**src/rtl/dlk_alloc_tracker.sv**
```systemverilog
// dlk_alloc_tracker
// Watches the single-issue commit stream for calls into the allocator routine,
// waits for the matching return and forwards the returned pointer (a0) to the
// DLK base-address buffer as a one-cycle write. Abandoned or superseded calls
// and successful writes are counted in saturating debug counters.
module dlk_alloc_tracker #(
   parameter int TIMEOUT = 4096,
   parameter int CNT_W   = 8
) (
   input  logic             clk_i,
   input  logic             rst_ni,
   input  logic             rst_us,
   input  logic [31:0]      malloc_addr_i,
   input  logic             commit_valid_i,
   input  logic [31:0]      commit_pc_i,
   input  logic             commit_is_call_i,
   input  logic [31:0]      commit_target_i,
   input  logic [31:0]      a0_i,
   output logic             en_write_o,
   output logic [31:0]      base_addr_o,
   output logic             busy_o,
   output logic [CNT_W-1:0] alloc_cnt_o,
   output logic [CNT_W-1:0] drop_cnt_o
);

   localparam int TMR_W = $clog2(TIMEOUT);
   localparam logic [TMR_W-1:0] TMR_LAST = TMR_W'(TIMEOUT - 1);

   localparam logic [0:0] IDLE     = 1'b0;
   localparam logic [0:0] WAIT_RET = 1'b1;

   // Counter index 0 counts emitted writes, index 1 counts dropped calls.
   localparam int NUM_CNT = 2;

   logic [0:0]       state_reg, state_next;
   logic [31:0]      ret_pc_reg, ret_pc_next;
   logic [TMR_W-1:0] timer_reg, timer_next;
   logic             en_write_reg, en_write_next;
   logic [31:0]      base_addr_reg, base_addr_next;
   logic [NUM_CNT-1:0] cnt_inc;
   logic [CNT_W-1:0] cnt_val [NUM_CNT];

   logic call_ev;
   logic ret_ev;
   logic tmr_expired;

   assign call_ev     = commit_valid_i && commit_is_call_i && (commit_target_i == malloc_addr_i);
   assign ret_ev      = commit_valid_i && (commit_pc_i == ret_pc_reg);
   assign tmr_expired = (timer_reg == TMR_LAST);

   // Next-state logic: return beats a simultaneous timeout; a call while
   // waiting replaces the pending one and counts it as dropped.
   always_comb begin
      state_next     = state_reg;
      ret_pc_next    = ret_pc_reg;
      timer_next     = timer_reg;
      en_write_next  = 1'b0;
      base_addr_next = base_addr_reg;
      cnt_inc        = '0;
      case (state_reg)
         IDLE: begin
            if (call_ev) begin
               state_next  = WAIT_RET;
               ret_pc_next = commit_pc_i + 32'd4;
               timer_next  = '0;
            end
         end
         default: begin
            timer_next = timer_reg + TMR_W'(1);
            if (ret_ev) begin
               state_next = IDLE;
               if (a0_i != 32'd0) begin
                  en_write_next  = 1'b1;
                  base_addr_next = a0_i;
                  cnt_inc[0]     = 1'b1;
               end
            end else if (call_ev) begin
               ret_pc_next = commit_pc_i + 32'd4;
               timer_next  = '0;
               cnt_inc[1]  = 1'b1;
            end else if (tmr_expired) begin
               state_next = IDLE;
               cnt_inc[1] = 1'b1;
            end
         end
      endcase
   end

   // Tracker state and output registers; debug clear behaves like reset.
   always_ff @(posedge clk_i or negedge rst_ni) begin
      if (!rst_ni) begin
         state_reg     <= IDLE;
         ret_pc_reg    <= '0;
         timer_reg     <= '0;
         en_write_reg  <= 1'b0;
         base_addr_reg <= '0;
      end else if (rst_us) begin
         state_reg     <= IDLE;
         ret_pc_reg    <= '0;
         timer_reg     <= '0;
         en_write_reg  <= 1'b0;
         base_addr_reg <= '0;
      end else begin
         state_reg     <= state_next;
         ret_pc_reg    <= ret_pc_next;
         timer_reg     <= timer_next;
         en_write_reg  <= en_write_next;
         base_addr_reg <= base_addr_next;
      end
   end

   for (genvar gi = 0; gi < NUM_CNT; gi++) begin : g_cnt
      logic [CNT_W-1:0] cnt_reg;

      // Saturating event counter: holds at all-ones instead of wrapping.
      always_ff @(posedge clk_i or negedge rst_ni) begin
         if (!rst_ni) begin
            cnt_reg <= '0;
         end else if (rst_us) begin
            cnt_reg <= '0;
         end else if (cnt_inc[gi] && (cnt_reg != {CNT_W{1'b1}})) begin
            cnt_reg <= cnt_reg + CNT_W'(1);
         end
      end

      assign cnt_val[gi] = cnt_reg;
   end

   assign en_write_o  = en_write_reg;
   assign base_addr_o = base_addr_reg;
   assign busy_o      = (state_reg == WAIT_RET);
   assign alloc_cnt_o = cnt_val[0];
   assign drop_cnt_o  = cnt_val[1];

endmodule

```
**config.mk**
```make
export PLATFORM = sky130hd
export DESIGN_NAME = dlk_alloc_tracker
export DESIGN_NICKNAME = d
export VERILOG_FILES = /design/src/rtl/dlk_alloc_tracker.sv
export SDC_FILE = /design/constraint.sdc
export NUM_CORES = 1
export LEC_CHECK = 0
export ABC_AREA = 1
export CAP_MARGIN = 20
export CORE_MARGIN = 4
export CORE_UTILIZATION = 45
export DETAILED_ROUTE_END_ITERATION = 8
export PLACE_DENSITY_LB_ADDON = 0.05
export SYNTH_ARGS = -nofsm -noshare
export SYNTH_HDL_FRONTEND = slang
export SYNTH_SLANG_ARGS = --single-unit
```
**constraint.sdc**
```tcl
create_clock -name clk_i -period 2.05 [get_ports clk_i]
set_input_delay 0.205 -clock clk_i [delete_from_list [all_inputs] [get_ports clk_i]]
set_output_delay 0.205 -clock clk_i [all_outputs]
set_load 0.02 [all_outputs]
```
# Word-level counts from Yosys, hierarchy flattened
# Index checks and enable logic that the tools add are counted.
[totals]
reg_bits = 94
in_bits = 133
out_inout_bits = 50
wordCells = 61
[classes]
add_sub_neg = 4
n_eq_ne = 6
muxes = 31
n_reduce_logical = 13
[ops]
columns = ["operator", "n"]
rows = [
  ["$mux W32", 8],
  ["$eq A32 B32 Y1", 2],
  ["$mux W12", 5],
  ["$add A32 B3 Y32 const B", 1],
  ["$mux W8", 4],
  ["$reduce_bool A32 Y1", 1],
  ["$add A8 B1 Y8 const B", 2],
  ["$ne A8 B8 Y1 const B", 2],
  ["$mux W1", 13],
  ["$add A12 B1 Y12 const B", 1],
  ["$eq A12 B12 Y1 const B", 1],
  ["$reduce_bool A2 Y1", 5],
  ["$logic_and A1 B1 Y1", 5],
  ["$ne A3 B3 Y1 const B", 1],
  ["$reduce_and A3 Y1", 1],
  ["$reduce_bool A3 Y1", 1],
  ["$mux W2", 1],
]

# Logic depth before layout (Yosys ltp)
# Gate-level depths: netlist of the first run.
[logic_depth]
word_depth = 8
mapped_depth = 15
mapped_depth_nobuf = 14

# Worst setup path before layout of the first run
# No wires, ideal clock.
[synth_timing]
kind = "register to register"
from = "register timer_reg[0]"
to = "register g_cnt[1].cnt_reg[0] (netlist: drop_cnt_o[0])"
setup_ns = 0.066
arrival_time_ns = 1.714
t_required_ns = 1.984
setup_slack_ns = 0.270
stages_incl_launch_ff = 14
path_buffers = 0
period_less_slack_ns = 1.780
path_cell_list = "dfrtp_1 > ha_1 > nand2_1 > nor2_1 > nand2_1 > nor2_1 > nand2_1 > nor2_1 > nand3_1 > nand2_1 > nand2_2 > nand2_1 > nand2_1 > nand2_1"
[synth_between]
elab_chain_cells = 7
[synth_lines]
columns = ["item", "line", "source"]
rows = [
  ["start: declaration", "37", "logic [TMR_W-1:0] timer_reg, timer_next;"],
  ["start signal: assignment", "106", "timer_reg <= timer_next;"],
  ["$eq A12 B12 Y1", "49", "assign tmr_expired = (timer_reg == TMR_LAST);"],
  ["$mux W1", "81", "end else if (tmr_expired) begin"],
  ["$mux W1", "77", "end else if (call_ev) begin"],
  ["$mux W1", "70", "if (ret_ev) begin"],
  ["$mux W2", "60", "case (state_reg)"],
  ["$logic_and A1 B1 Y1", "121", "end else if (cnt_inc[gi] && (cnt_reg != {CNT_W{1'b1}})) begin"],
  ["$reduce_bool A2 Y1 (no source line)", "--", ""],
  ["end signal: assignment", "122", "cnt_reg <= cnt_reg + CNT_W'(1);"],
  ["end: declaration", "113", "logic [CNT_W-1:0] cnt_reg;"],
]
# Every way passes these cells.
# A chain may end at the register's enable or synchronous reset.

# Final worst setup path of the first run
[layout_timing]
from = "register ret_pc_reg[14]"
to = "register g_cnt[0].cnt_reg[1] (netlist: alloc_cnt_o[1])"
[layout_between]
elab_chain_cells = 6
[layout_lines]
columns = ["item", "line", "source"]
rows = [
  ["start: declaration", "36", "logic [31:0] ret_pc_reg, ret_pc_next;"],
  ["start signal: assignment", "105", "ret_pc_reg <= ret_pc_next;"],
  ["$eq A32 B32 Y1", "48", "assign ret_ev = commit_valid_i && (commit_pc_i == ret_pc_reg);"],
  ["$logic_and A1 B1 Y1", "48", ""],
  ["$mux W1", "70", ""],
  ["$mux W2", "60", ""],
  ["$logic_and A1 B1 Y1", "121", ""],
  ["$reduce_bool A2 Y1 (no source line)", "--", ""],
  ["end signal: assignment", "122", ""],
  ["end: declaration", "113", ""],
]
# Every way passes these cells.

==> results by group, run 1 <==
Status
  • Outcome: complete, no violations

Setup path
  • Worst Setup Start Kind: register
  • Crit-path max FO: 5
  • CP required: approximately 2.3 ns
  • Worst Setup End Kind: register
  • Top delay family on crit path: simple AND/OR/NAND/NOR gates
  • Worst r2r path cells: 8
  • Buf+Inv Stages, Crit Path: 2
  • Crit path arrival time: around 2.2 ns
  • CP max stage cell: dfrtp_1
  • Setup CP Type: register to register
  • Slowest cell delay on critical path: roughly 0.39 ns
  • Worst-path cell chain: xnor2_1, buf_4, nand4_1, nor3_1, nand4_2, buf_4, nand3_1, nand2_1
  • Most frequent CP cell: buf_4
  • CP Depth: 8

STA
  • Setup violators final: 0
  • Hold violation total from the final report: 0
  • Worst Tran Pin Value: between 0.3 and 0.4 ns
  • Final period util: 0.942
  • Max Freq: ~0.52 GHz
  • Tmin final: just under 2 ns
  • Max-slew violations: 0
  • Clock skew: between 0.009 and 0.01 ns
  • Post-route setup slack: approximately 0.12 ns
  • Relative slew margins: 0.748
  • Worst hold slack: 0.308 ns

Drt
  • DRC: 0
  • First-iteration detailed-routing DRC count: ~460
  • Antenna viol nets, final: 0
  • Via count: between 8k and 9k
  • Routed wl met3: between 1 and 1.5 mm
  • Metal1 wirelength: a little over 10 mm
  • Vias/cell: 4.79
  • Routed WL: ~23 mm
  • WL met2: approximately 11 mm
  • DR pass1 iterations: 5
  • Top Layer Used: met4
  • Avg WL per Cell: around 13 um

Job
  • Max_cap viols: 0

Placement
  • Hpwl dp: 18.8 mm
  • Post-placement setup slack: -0.437 ns
  • IO buf count: 182
  • GP Congestion: roughly 0.94

Logic synthesis
  • Mean post-synth cell area: between 6 and 7 um2
  • Number of synthesized register bits: 94
  • Ys async rst share: 1.00
  • Synth unique cells: 38
  • Ys Warns: 0
  • Sequential cell area fraction in the yosys report: 0.326
  • Mapped cell area: 0.00722 mm2
  • EDFF count, synth: 0
  • Mapped Cells: 1196
  • Post-synth top flop: dfrtp_1
  • Syn Nets: 1333

Pwr
  • Switch Pwr: approximately 1.4 mW
  • Part of the power in registers: 0.409
  • Sw frac: 0.293
  • Clock Power Share: 0.336
  • Power Density: 433 mW/mm2
  • Comb power frac: 0.255
  • Worst vdd ir: between 0.4 and 0.5 mV
  • LEAKAGE: 5.81 nW
  • Int Pwr: ~3.3 mW

Clock network
  • Worst skew pair latency: about 0.36 ns
  • CTS Root Cell: clkbuf_16
  • Worst-path clk slew: 0.07 ns
  • H-Tree Depth: 3
  • CTS sink cnt: 94
  • CTS tree: built
  • Worst-case clock buffer depth: 2
  • TritonCTS Buffers: 9

Die
  • Core area: roughly 0.016 mm2
  • DIE AREA: ~0.018 mm2
  • Width of the die: about 130 um
  • Initial core utilization: 0.456
  • Ports: around 180
  • Die Ht: approximately 130 um
  • FP Rows: 46

Cells and area
  • Layout area overhead: 50.8%
  • Final #Nets: roughly 1.7k
  • # diodes: 0
  • Layout cells sized above 1: 0.149

Global routing
  • GRT Total Usage: 0.256
  • Via count of the first global-routing pass: roughly 8.0k
  • First-pass GRT wire length: approximately 38 mm
  • Global route total overflow: 0
  • Initial antenna violation count: 0
  • Largest net degree at the start of global routing: 50

Hold path
  • Min-Delay Path Class: primary input to asynchronous set/reset pin
[placed cells by master, fill, tap and decap left out, drive strengths merged, types with 4 or more instances in the layout]
cell type,n
nand2,498
clkdlybuf4s50,179
buf,171
nor2,170
inv,157
nand3,113
dfrtp,94
xor2,31
nand4,24
nor3,23
xnor2,15
a21oi,10
nand3b,9
clkbuf,9
o21ai,7
or2,6
ha,4
[final timing paths]
kind,startpoint,to,slack (ns)
worst min-delay path,rst_ni,timer_reg[4]$_DFFE_PN0P_,0.31
max in group asynchronous,rst_ni,base_addr_o[10]$_DFFE_PN0P_,1.18
worst min register to register,ret_pc_reg[3]$_DFFE_PN0P_,ret_pc_reg[3]$_DFFE_PN0P_,0.48
worst max-delay path,ret_pc_reg[14]$_DFFE_PN0P_,alloc_cnt_o[1]$_DFFE_PN0P_,0.12
worst max register to register,ret_pc_reg[14]$_DFFE_PN0P_,alloc_cnt_o[1]$_DFFE_PN0P_,0.12
min in group clk_i,a0_i[25],base_addr_o[25]$_DFFE_PN0P_,0.40
[worst reg2reg max path, stage by stage, from the launching register on]
cell,delay [ns]
dfrtp_1,0.39
xnor2_1,0.32
buf_4,0.19
nand4_1,0.12
nor3_1,0.29
nand4_2,0.20
buf_4,0.20
nand3_1,0.06
nand2_1,0.05
[per-stage QoR]
step / power [mW] / setup TNS (ns) / instances / cell area, um2 / util
after floorplan: 2.43 / 0 / 1196 / 7220 / -
after global placement: 3.15 / -20.91 / 1734 / 10500 / 0.664
after detailed placement: 3.16 / -23.38 / 1734 / 10500 / 0.664
after CTS: 4.75 / 0 / 1749 / 10800 / 0.682
after global routing: 4.95 / -0.0768 / 1753 / 10900 / 0.688
final: 4.71 / 0 / 1753 / 10900 / 0.688
[timing repair]
| action | in CTS | in global routing |
|---|---|---|
| pin swaps | 0 | 7 |
| setup buffers | 0 | 4 |
| endpoints found under the hold margin | 18 | 0 |
| gates resized for setup | 1 | 17 |
| setup endpoints to repair | 14 | 77 |
| hold buffers | 1 | 0 |
[routing by layer]
layer  vias up  global-route usage
li1       4356                   -
met1      3759               0.328
met2       238               0.441
met3        41              0.0399
met4         0              0.0871
met5         -                   0
[layout make-up]
type	instances	area, um2
clock buffer	9	225
clock inverter	5	37.5
fill	1447	4940
multi-input combinational	920	4180
sequential	94	2350
inverter	156	586
tap	216	270
timing repair buffer	353	3240
[logic make-up after synthesis]
group                      after synthesis  synth area share
AOI/OAI and AO/OA                       20            0.0154
xor gates and xnor gates                46            0.0558
adders and majority gates                4           0.00693
buffers and inverters                  182             0.103
DFF                                     94             0.326
and+or+nand+nor                        850             0.493
[power groups by stage]
stage	Sequential (mW)	Clock, mW	Combinational, mW
floorplan	1.97	0	0.461
global placement	1.96	0	1.18
detailed placement	1.96	0	1.19
CTS	1.93	1.62	1.20
global route	1.93	1.69	1.33
finish	1.93	1.58	1.20
[cell usage after synthesis, types with 4 or more instances]
master	count	area share
buf_1	5	0.0026
xor2_1	31	0.038
clkbuf_1	5	0.0026
o21ai_0	7	0.0049
buf_2	8	0.0055
nand3b_1	9	0.0094
nand4_1	23	0.020
nand3_1	112	0.078
xnor2_1	15	0.018
nor2_1	166	0.086
inv_1	144	0.075
nor3_1	22	0.015
ha_1	4	0.0069
inv_2	11	0.0057
buf_6	5	0.0078
or2_2	5	0.0043
dfrtp_1	94	0.33
a21oi_1	9	0.0062
nand2_1	493	0.26
Note: power is estimated with default switching activity, not from simulation.
==> run 2, diff against run 1 <==
- ABC_AREA: 1 -> not set
- ABC_CLOCK_PERIOD_IN_PS: not set -> 2050
==> results by group, run 2 <==
Status
  • Outcome: finished with violations
  • Failing checks: setup timing

Cells and area
  • # diodes: 0
  • Fillers: approximately 850
  • Layout area overhead: 68.3%
  • FF/Latch Area: roughly 0.0024 mm2
  • Area occupied by multi-input gates: roughly 0.0037 mm2
  • Utilization after layout: 0.784
  • Cell area after layout: between 0.009 and 0.01 mm2
  • Final #Nets: about 1.1k
  • Most frequent cells in the layout: clkdlybuf4s50_1 (173), buf_4 (99), dfrtp_1 (94), nand2_1 (65), nor2_1 (60)
  • Fin cells: 1094
  • Layout cells sized above 1: 0.261
  • Most common cell after layout, fill and taps aside: clkdlybuf4s50_1

Pwr
  • Sw frac: 0.251
  • Comb power frac: 0.165
  • Total Power: ~4.4 mW
  • Clock Power Share: 0.413
  • Power Density: around 460 mW/mm2
  • Int Pwr: approximately 3.3 mW
  • Switch Pwr: around 1.1 mW
  • LEAKAGE: between 4 and 5 nW
  • Worst vdd ir: roughly 0.47 mV
  • Part of the power in registers: 0.423

Drt
  • DRC: 0
  • DR pass1 iterations: 6
  • Vias/cell: between 5 and 6
  • First-iteration detailed-routing DRC count: 411
  • Antenna viol nets, final: 0
  • Via count: 5936
  • Routed WL: 20.2 mm
  • Avg WL per Cell: around 18 um

Setup path
  • CP max stage cell: or4_4
  • CP required: roughly 2.3 ns
  • Setup CP Type: primary input to register
  • Slowest cell delay on critical path: between 0.5 and 0.6 ns
  • Worst Setup Start Kind: primary input
  • Crit-path max FO: 4
  • Crit path arrival time: ~2.7 ns
  • Worst Setup End Kind: register
  • Most frequent CP cell: nand4_1
  • Worst-path cell chain: clkdlybuf4s50_1, xor2_1, nor4_1, nand4_1, or4_4, a211oi_4, nand4_1, mux2_4

Global routing
  • First-pass GRT wire length: slightly above 30 mm
  • Largest net degree at the start of global routing: 43
  • Global route total overflow: 0
  • GRT Total Usage: 0.263
  • Initial antenna violation count: 0
  • Via count of the first global-routing pass: slightly above 6k

Logic synthesis
  • Mapped cell area: approximately 0.0057 mm2
  • EDFF count, synth: 0
  • Post-synth top flop: dfrtp_1
  • Synth top cells by count: dfrtp_1 (94), nand2_1 (94), xor2_1 (65)
  • Synth unique cells: 51
  • Sequential cell area fraction in the yosys report: 0.413
  • Ys Warns: 0
  • Number of synthesized register bits: 94
  • Mean post-synth cell area: between 9 and 10 um2
  • Syn Nets: 768
  • Dominant cells by area after synthesis: dfrtp_1 (41%), xor2_1 (10%), nand2_1 (6.2%), mux2i_1 (5.6%), xnor2_1 (5.5%)
  • Mapped Cells: 631
  • Ys async rst share: 1.00
  • Yosys top cell by area: dfrtp_1
  • Yosys top cell area share: 0.413

STA
  • Unrepaired setup endpoints after global routing: yes
  • Max Freq: ~0.40 GHz
  • Post-route setup slack: -0.450 ns
  • Tmin final: 2.50 ns
  • Final period util: 1.22
  • Relative slew margins: 0.635
  • Clock skew: 0.00500 ns
  • Hold violation total from the final report: 0
  • Worst Tran Pin Value: between 0.5 and 0.6 ns
  • Setup violators final: just over 90
  • Max-slew violations: 0

Clock network
  • H-Tree Depth: 3
  • Worst skew pair latency: between 0.3 and 0.4 ns
  • Worst-path clk slew: 0.07 ns
  • CTS sink cnt: 94
  • TritonCTS Buffers: 9
  • CTS Root Cell: clkbuf_16
  • Worst-case clock buffer depth: 2
  • CTS tree: built

Placement
  • Post-placement setup slack: -0.899 ns
  • Post-DP Area: between 0.008 and 0.009 mm2
  • Dpl cells: ~1.1k
  • Hpwl dp: 13.7 mm
  • GP Congestion: ~0.9
  • IO buf count: around 180

Job
  • Max_cap viols: 0

Die
  • DIE AREA: 0.0145 mm2
  • Width of the die: 120 um
  • FP Rows: 40
  • Initial core utilization: 0.466
  • Core area: around 0.012 mm2
  • Ports: roughly 180
  • Die Ht: ~120 um

Hold path
  • Min-Delay Path Class: primary input to register
-- run 2: cell types whose count changed after synthesis, moves of 18 or more --
cell and delta:
a21oi_1 +32, nand3_1 -86, xor2_1 +34, nor4_1 +24, inv_1 -137, nor2_1 -103, clkbuf_1 +18, mux2i_1 +32
xnor2_1 +21, nand2_1 -399
-- run 2: path summary, 6_finish.rpt --
check / depth (start not counted) / end / slack, ns / startpoint
max: 8 / drop_cnt_o[4]$_DFFE_PN0P_ / -0.45 / commit_target_i[21]
min: 2 / drop_cnt_o[6]$_DFFE_PN0P_ / 0.23 / rst_us
max reg2reg: 7 / timer_reg[7]$_DFFE_PN0P_ / -0.42 / ret_pc_reg[29]$_DFFE_PN0P_
min reg2reg: 2 / base_addr_o[27]$_DFFE_PN0P_ / 0.53 / base_addr_o[27]$_DFFE_PN0P_
max in group asynchronous: 3 / ret_pc_reg[12]$_DFFE_PN0P_ / 0.96 / rst_ni
min in group asynchronous: 2 / timer_reg[11]$_DFFE_PN0P_ / 0.38 / rst_ni
-- run 2: area by class of cell --
cell class / count / share of cell area
Multi-Input combinational cell: 501 / 0.383
Sequential cell: 94 / 0.246
Tap cell: 168 / 0.0219
Inverter: 7 / 0.00274
Clock inverter: 5 / 0.00666
Clock buffer: 11 / 0.0264
Timing Repair Buffer: 308 / 0.314
-- run 2: metrics by stage --
| stage | hold WS, ns | setup TNS, ns |
|---|---|---|
| floorplan | -0.0906 | -1.93 |
| global placement | 0.221 | -54.92 |
| CTS | 0.220 | -27.25 |
| detailed placement | 0.223 | -59.26 |
| global route | 0.252 | -35.23 |
| finish | 0.229 | -27.94 |
-- run 2: worst max-delay path: cells and delay by family --
kind | cells | cell delay [ns]
muxes | 1 | 0.35
AOI/OAI and AO/OA | 1 | 0.36
xor gates and xnor gates | 1 | 0.18
buffers and inverters | 1 | 0.42
and+or+nand+nor | 4 | 1.23
-- run 2: logic make-up after synthesis --
logic type | after synthesis | share of synthesized area
compound gates | 68 | 0.0717
xor+xnor | 101 | 0.155
fa+ha+maj | 4 | 0.00879
buf+inv | 37 | 0.0281
flops | 94 | 0.413
mux | 35 | 0.0622
simple gates | 292 | 0.260
-- run 2: layer usage --
layer | routed length [um] | part of all wire | track usage
met2 | 10700 | 0.53 | 0.468
met5 | 0 | 0 | 0
met3 | 962 | 0.048 | 0.0374
met1 | 7870 | 0.39 | 0.321
met4 | 624 | 0.031 | 0.101
-- run 2: power groups by stage --
stage               combinational, mW  clock (mW)  sequential (mW)
detailed placement              0.673           0             1.89
finish                          0.722        1.81             1.85
global route                    0.767        1.89             1.85
floorplan                       0.188           0             1.89
global placement                0.664           0             1.89
CTS                             0.693        1.82             1.85
-- run 2: repair_timing --
action	in CTS	in global routing
gates resized for setup	64	76
hold endpoints to repair	36	0
setup buffers	10	7
gates cloned	9	1
endpoints found under the setup margin	91	93
hold buffers	1	0
pin swaps	26	38
==> run 3, diff against run 2 <==
- CORE_MARGIN: 4 -> not set
==> results by group, run 3 (synthesized netlist as in run 2, its figures left out) <==
Pwr
  • Total Power: 4.27 mW
  • Power Density: around 430 mW/mm2
  • LEAKAGE: between 4 and 5 nW
  • Worst vdd ir: between 0.3 and 0.4 mV

Drt
  • First-iteration detailed-routing DRC count: between 500 and 600
  • Antenna viol nets, final: 0
  • DR pass1 iterations: 4
  • Vias/cell: around 5.5
  • Avg WL per Cell: about 19 um
  • Via count: ~6k
  • Routed WL: ~21 mm
  • DRC: 0

Placement
  • IO buf count: between 150 and 200
  • Post-DP Area: roughly 0.0085 mm2
  • Dpl cells: between 1k and 1.5k
  • GP Congestion: 0.893
  • Post-placement setup slack: -0.764 ns
  • Hpwl dp: 13.2 mm

Clock network
  • H-Tree Depth: 3
  • Worst-path clk slew: about 0.080 ns
  • Worst-case clock buffer depth: 2
  • Worst skew pair latency: 0.36 ns
  • CTS sink cnt: 94
  • TritonCTS Buffers: 9
  • CTS Root Cell: clkbuf_16
  • CTS tree: built

Cells and area
  • Fin cells: ~1.1k
  • Most frequent cells in the layout: clkdlybuf4s50_1 (175), buf_4 (109), dfrtp_1 (94), nor2_1 (61), xor2_1 (58)
  • Utilization after layout: 0.820
  • Layout cells sized above 1: 0.315
  • # diodes: 0
  • Most common cell after layout, fill and taps aside: clkdlybuf4s50_1
  • Final #Nets: roughly 1.1k
  • Cell area after layout: about 0.01 mm2
  • Layout area overhead: 75.2%

Setup path
  • CP endpoint: ret_pc_reg[28]$_DFFE_PN0P_
  • Worst Setup Start Kind: register
  • CP max stage cell: dfrtp_1
  • Worst Setup End Kind: register
  • CP required: ~2.3 ns
  • Worst r2r path cells: 12
  • Reg-to-reg slack, setup: -0.48 ns
  • Setup CP Type: register to register
  • CP Launch Point: ret_pc_reg[23]$_DFFE_PN0P_
  • Crit-path max FO: 5
  • Worst-path cell chain: xor2_2, buf_4, nor4b_4, and4_1, nand4_1, buf_6, buf_12, nand4bb_4, buf_12, buf_16, mux2i_1, nor2_1
  • Crit path arrival time: between 2 and 3 ns
  • Most frequent CP cell: buf_12
  • Slowest cell delay on critical path: 0.41 ns
  • FF-to-FF Start: ret_pc_reg[23]$_DFFE_PN0P_
  • Reg2reg end: ret_pc_reg[28]$_DFFE_PN0P_

STA
  • Fin Setup TNS: -34.47 ns
  • Hold violation total from the final report: 0
  • Post-route setup slack: -0.484 ns
  • Unrepaired setup endpoints after global routing: yes
  • Max-slew violations: 0
  • Max Freq: roughly 0.4 GHz
  • Worst Tran Pin Value: approximately 0.73 ns
  • Relative slew margins: 0.511
  • Setup violators final: 91
  • Clock skew: around 0.015 ns
  • Final period util: 1.24
  • Tmin final: ~2.5 ns
  • Worst hold slack: 0.297 ns

Global routing
  • Via count of the first global-routing pass: between 6k and 7k
  • First-pass GRT wire length: between 30 and 40 mm
  • Initial antenna violation count: 0
  • Global route total overflow: 0
  • GRT Total Usage: 0.315
  • Largest net degree at the start of global routing: around 50

Job
  • Max_cap viols: 0

Die
  • Die Ht: roughly 110 um
  • Core area: between 0.01 and 0.015 mm2
  • Width of the die: 114 um
  • FP Rows: 40
  • DIE AREA: 0.0131 mm2
  • Ports: about 180
  • Initial core utilization: 0.468

Hold path
  • Min-Delay Path Class: primary input to register

Status
  • Outcome: finished with violations
  • Failing checks: setup timing
[run 3: cell types whose count changed in the layout (fill, tap and decap cells not counted), sizes merged]
cell	delta
buf	+13
clkbuf	-2
clkdlybuf4s50	+2
a211o	-1
bufinv	-1
clkinv	+1
dlygate4sd2	-1
dlymetal6s2s	-1
inv	+1
[run 3: final cells by class]
cell class                 count  area [um2]
fill                         708        2190
clock buffer                  10         229
inverter                       7        26.3
timing repair buffer         320        3180
sequential                    94        2350
clock inverter                 6        53.8
multi-input combinational    500        3930
tap                          168         210
[run 3: how the worst min path moves through the flow]
stage / cells past startpoint / from / to / slack (ns)
after floorplan: 0 / rst_ni / alloc_cnt_o[0]$_DFFE_PN0P_ / -0.09
after global placement: 1 / rst_ni / drop_cnt_o[6]$_DFFE_PN0P_ / 0.24
after detailed placement: 1 / rst_ni / drop_cnt_o[4]$_DFFE_PN0P_ / 0.24
after CTS: 4 / rst_us / timer_reg[11]$_DFFE_PN0P_ / 0.28
after global routing: 4 / rst_us / timer_reg[11]$_DFFE_PN0P_ / 0.34
final: 4 / rst_us / timer_reg[11]$_DFFE_PN0P_ / 0.30
[run 3: what timing repair did]
action	4_1_cts	5_1_grt
hold buffers	1	0
resized for setup	139	59
endpoints found under the hold margin	38	0
pin swaps	45	40
setup buffers	13	4
cloned	9	0
endpoints found under the setup margin	91	91
[run 3: report_power, final]
part / switching [mW] / leakage, nW / internal [mW]
clock network: 0.822 / 0.136 / 0.847
logic: 0.327 / 2.88 / 0.420
registers: 0.0000000000976 / 1.31 / 1.85
total: 1.15 / 4.33 / 3.12
[run 3: layer usage]
metal | GRT usage | routed length, um | vias up
li1 | - | - | 2793
met1 | 0.385 | 8320 | 2992
met2 | 0.554 | 10900 | 194
met3 | 0.0450 | 851 | 50
met4 | 0.134 | 604 | 0
met5 | 0 | 0 | -
[run 3: critical path: cells and delay by family, from the launching register on]
kind                   cells  cell delay, ns
buffers and inverters      5            0.76
multiplexers               1            0.23
flip-flops                 1            0.41
AND/OR/NAND/NOR            5            0.84
XOR/XNOR                   1            0.17
